==> src/rtl/io_output.sv <==
// Output byte device for the subleq machine: queues the low byte of each CPU
// word in a small FIFO and hands it to a byte sink over valid/ready.
module io_output #(
  parameter int unsigned WORD_SIZE       = 16,
  parameter int unsigned DEPTH           = 8,
  parameter bit          EOS_ON_NEGATIVE = 1'b1
) (
  input  logic                 clk,
  input  logic                 areset,
  input  logic                 out_write,
  input  logic [WORD_SIZE-1:0] io_out,
  output logic                 out_full,
  output logic                 out_valid,
  output logic [7:0]           out_byte,
  input  logic                 out_ready,
  output logic                 out_done,
  output logic                 overflow
);

  localparam int unsigned ADDR_W = $clog2(DEPTH);
  localparam int unsigned CNT_W  = ADDR_W + 1;

  logic [7:0]        mem [DEPTH];
  logic [ADDR_W-1:0] wr_ptr;
  logic [ADDR_W-1:0] rd_ptr;
  logic [ADDR_W-1:0] rd_next;
  logic [CNT_W-1:0]  count;
  logic [CNT_W-1:0]  count_next;
  logic [7:0]        byte_next;
  logic              closed;
  logic              is_full;
  logic              marker;
  logic              reject;
  logic              push;
  logic              eos_set;
  logic              pop;
  logic              unused_bits;

  // Only the low byte and (optionally) the sign bit carry meaning.
  assign unused_bits = ^io_out;

  // Accept/reject decisions and the next head-of-queue byte.
  always_comb begin
    is_full    = (count == CNT_W'(DEPTH));
    marker     = EOS_ON_NEGATIVE && io_out[WORD_SIZE-1];
    reject     = out_write && (is_full || closed);
    push       = out_write && !reject && !marker;
    eos_set    = out_write && !reject && marker;
    pop        = out_valid && out_ready;
    rd_next    = pop ? ADDR_W'(rd_ptr + 1'b1) : rd_ptr;
    count_next = count;
    case ({push, pop})
      2'b10:   count_next = CNT_W'(count + 1'b1);
      2'b01:   count_next = CNT_W'(count - 1'b1);
      default: count_next = count;
    endcase
    byte_next = 8'h00;
    if (count_next != '0) begin
      // Queue empty after this cycle's pop: the incoming byte becomes the head.
      if (push && (count == CNT_W'(pop)))
        byte_next = io_out[7:0];
      else
        byte_next = mem[rd_next];
    end
  end

  // Storage is not reset; the cleared count makes stale contents invisible.
  always_ff @(posedge clk) begin
    if (push)
      mem[wr_ptr] <= io_out[7:0];
  end

  always_ff @(posedge clk) begin
    if (areset) begin
      wr_ptr    <= '0;
      rd_ptr    <= '0;
      count     <= '0;
      closed    <= 1'b0;
      out_valid <= 1'b0;
      out_byte  <= 8'h00;
      out_full  <= 1'b0;
      out_done  <= 1'b0;
      overflow  <= 1'b0;
    end else begin
      if (push)
        wr_ptr <= ADDR_W'(wr_ptr + 1'b1);
      rd_ptr    <= rd_next;
      count     <= count_next;
      out_valid <= (count_next != '0);
      out_byte  <= byte_next;
      out_full  <= (count_next == CNT_W'(DEPTH));
      if (eos_set)
        closed <= 1'b1;
      if (reject)
        overflow <= 1'b1;
      if (closed && (count == '0))
        out_done <= 1'b1;
    end
  end

endmodule

==> config.mk <==
export PLATFORM = sky130hd
export DESIGN_NAME = io_output
export DESIGN_NICKNAME = d
export VERILOG_FILES = /design/src/rtl/io_output.sv
export SDC_FILE = /design/constraint.sdc
export NUM_CORES = 1
export LEC_CHECK = 0
export CORE_MARGIN = 5
export CORE_UTILIZATION = 47
export DETAILED_ROUTE_END_ITERATION = 10
export PLACE_DENSITY = 0.69
export SLEW_MARGIN = 20
export SYNTH_ARGS = -nofsm -noshare
export SYNTH_HDL_FRONTEND = slang
export SYNTH_SLANG_ARGS = --single-unit
==> constraint.sdc <==
create_clock -name clk -period 5.9 [get_ports clk]
set_input_delay 1.475 -clock clk [delete_from_list [all_inputs] [get_ports clk]]
set_output_delay 1.475 -clock clk [all_outputs]
set_load 0.05 [all_outputs]
==> flow_summary.yaml <==
die:
  rows: 32
  core-area_mm2: 0.00761
  io_pins: 32
  fp.dieH_um: 97.9
  die-area_mm2: 0.00957
  die_w_um: 97.9
  start_util_pct: 47.7
cells_and_area:
  instances_no_fill: 373
  areaGrowthSynthToFinish_pct: 14.1
  final_cell_mix: "edfxtp_1, clkdlybuf4s50_1, dfxtp_1, nor2_1, mux2i_1"
  stdcell_area_mm2: 0.00414
  fin_util_pct: 54.4
  n_antenna_cell: 0
  final_common_cell: "edfxtp_1"
  drive_above_1_share_pct: 14.0
  finalNetCount: 291
sta:
  fmax_ghz: 0.234
  whs_ns: 0.470
  period_needed_ns: 4.27
  relSlewSlack_pct: 29.7
  timing.final.max_slew_violations: 0
  finalHoldViolCount: 0
  clock_skew_ns: 0.0128
  finalSetupTns_ns: 0
  setup_viol: 0
  tightest_slew_ns: 1.05
  period_share_pct: 72.4
  rsz0062_at_grt: "no"
place:
  place_area_mm2: 0.00395
  dp_cells: 357
  dp_hpwl_mm: 3.98
  portBuffers: 24
  place_congestion: 0.814
worst_setup_path:
  worstPathCellList: "clkdlybuf4s50_1 -> or2b_2 -> nor2_1 -> inv_1 -> ha_1 -> xor2_1 -> ha_1 -> a21oi_1 -> xor2_1 -> nor2_1 -> xnor2_1 -> a31o_2 -> a211oi_1"
  r2r_slack_ns: 2.72
  startpoint_type: "primary input"
  cp.required_ns: 6.15
  endpoint_kind: "flip-flop"
  cpMaxStageDelayCell: "clkdlybuf4s50_1"
  critPathMaxFanout: 9
  path_class: "in -> reg"
  crit_arrival_ns: 4.52
  slowest_delay_ns: 0.49
route:
  num_vias: 2007
  drt-initial-drc-count: 154
  wl_mm: 6.48
  detail_route.wl_per_cell_um: 17.4
  drt-pass1-iter-count: 4
  vias_per_cell: 5.38
  ant_nets: 0
  drc: 0
synthesis:
  yosysUniqueCellTypes: 42
  ys_seq_area_share_pct: 65.7
  synthCells: 240
  yosysWarnings: 0
  syn_avg_cell_area_um2: 15.1
  async_flop_share_pct: 0
  synth_flop_cell: "edfxtp_1"
  synth_nets: 265
  synth-seq-cells: 87
  synth_edf_count: 64
  syn_area_mm2: 0.00363
min_path:
  hp-class: "reg -> reg"
clocking:
  path_clk_slew_ns: 0.07
  clockBufferDepth: 2
  insertion_delay_ns: 0.35
  post_cts_buffers: 0
  numCtsBuffers: 9
  cts_root_buffer: "clkbuf_8"
  htree_levels: 3
  cts_tree: "built"
  cts.sinks: 87
  hold_buffers: 0
  cts_resized: 0
power_and_ir_drop:
  irDropWorstVdd_mv: 0.218
  pwr_density_cell_mw_per_mm2: 388
  p_leak_nw: 1.51
global_routing:
  gr-total-overflow: 0
  grt_pass1_wl_mm: 10.4
  grt_max_degree: 25
  grt_use_total_pct: 14.2
  antenna_found_initial: 0
  grt_pass1_vias: 1902
status:
  status: "complete, no violations"
job:
  cap_violations: 0
[report_power, final]
part,leakage [nW],internal [mW],switching [mW]
combinational,0.653,0.202,0.280
clock,0.0882,0.178,0.211
sequential,0.766,0.700,0.0335
[kinds of logic after synthesis]
family	synth area share, %
simple gates	8.28
mux	12.8
compound gates	5.93
xor+xnor	2.69
flops	65.7
buf+inv	2.86
fa+ha+maj	1.72
[sequential cells by signal (all words and copies together), names as in the netlist]
signal,cells
count,4
mem,64
wr_ptr,3
out_done,1
rd_ptr,3
out_byte,8
overflow,1
out_full,1
closed,1
out_valid,1
[routing by layer]
metal / vias up / routed length (µm) / global-route usage, %
met5: - / 0 / 0
met1: 986 / 2870 / 18.5
met4: 0 / 106 / 5.01
met2: 47 / 3160 / 22.4
li1: 963 / - / -
met3: 11 / 346 / 4.64
[through the flow]
step	setup WS (ns)	power, mW
3_3_place_gp	1.32	1.23
6_report	1.63	1.61
5_1_grt	1.45	1.69
3_5_place_dp	1.28	1.23
2_1_floorplan	2.09	1.13
4_1_cts	1.63	1.62
[final cells by class]
type                       instances  area (µm²)
fill                             628        3470
tap                              102         128
multi-input combinational        138        1170
timing repair buffer              26         255
clock buffer                      11         151
clock inverter                     5        40.0
inverter                           4        15.0
sequential                        87        2380
[path summary, 6_finish.rpt]
check | startpoint | end | cells after the start
worst max-delay path | out_write | out_byte[2] | 13
worst min-delay path | overflow | overflow | 2
worst max register to register | count[0] | out_byte[2] | 13
worst min register to register | overflow | overflow | 2
[worst max-delay path, delay by kind of cell]
| family | cells | cell delay, ns |
|---|---|---|
| simple gates | 3 | 0.63 |
| compound gates | 3 | 0.77 |
| buf+inv | 2 | 0.65 |
| xor+xnor | 3 | 0.50 |
| fa+ha+maj | 2 | 0.48 |
[synth_stat cells (all sizes together) (3+ instances only)]
master / instances / area (µm²)
edfxtp: 64 / 1920
dfxtp: 23 / 460
nor2: 22 / 82.6
mux2i: 19 / 203
nand2: 16 / 67.6
a21oi: 14 / 70.1
buf: 8 / 67.6
mux2: 7 / 78.8
mux4: 7 / 184
a211o: 6 / 52.6
nor3: 6 / 35.0
ha: 5 / 62.6
xor2: 5 / 62.6
inv: 4 / 15.0
nor3b: 4 / 30.0
xnor2: 4 / 35.0
a31oi: 3 / 18.8
clkbuf: 3 / 21.3
No activity file was read; power rests on OpenSTA's default activity.
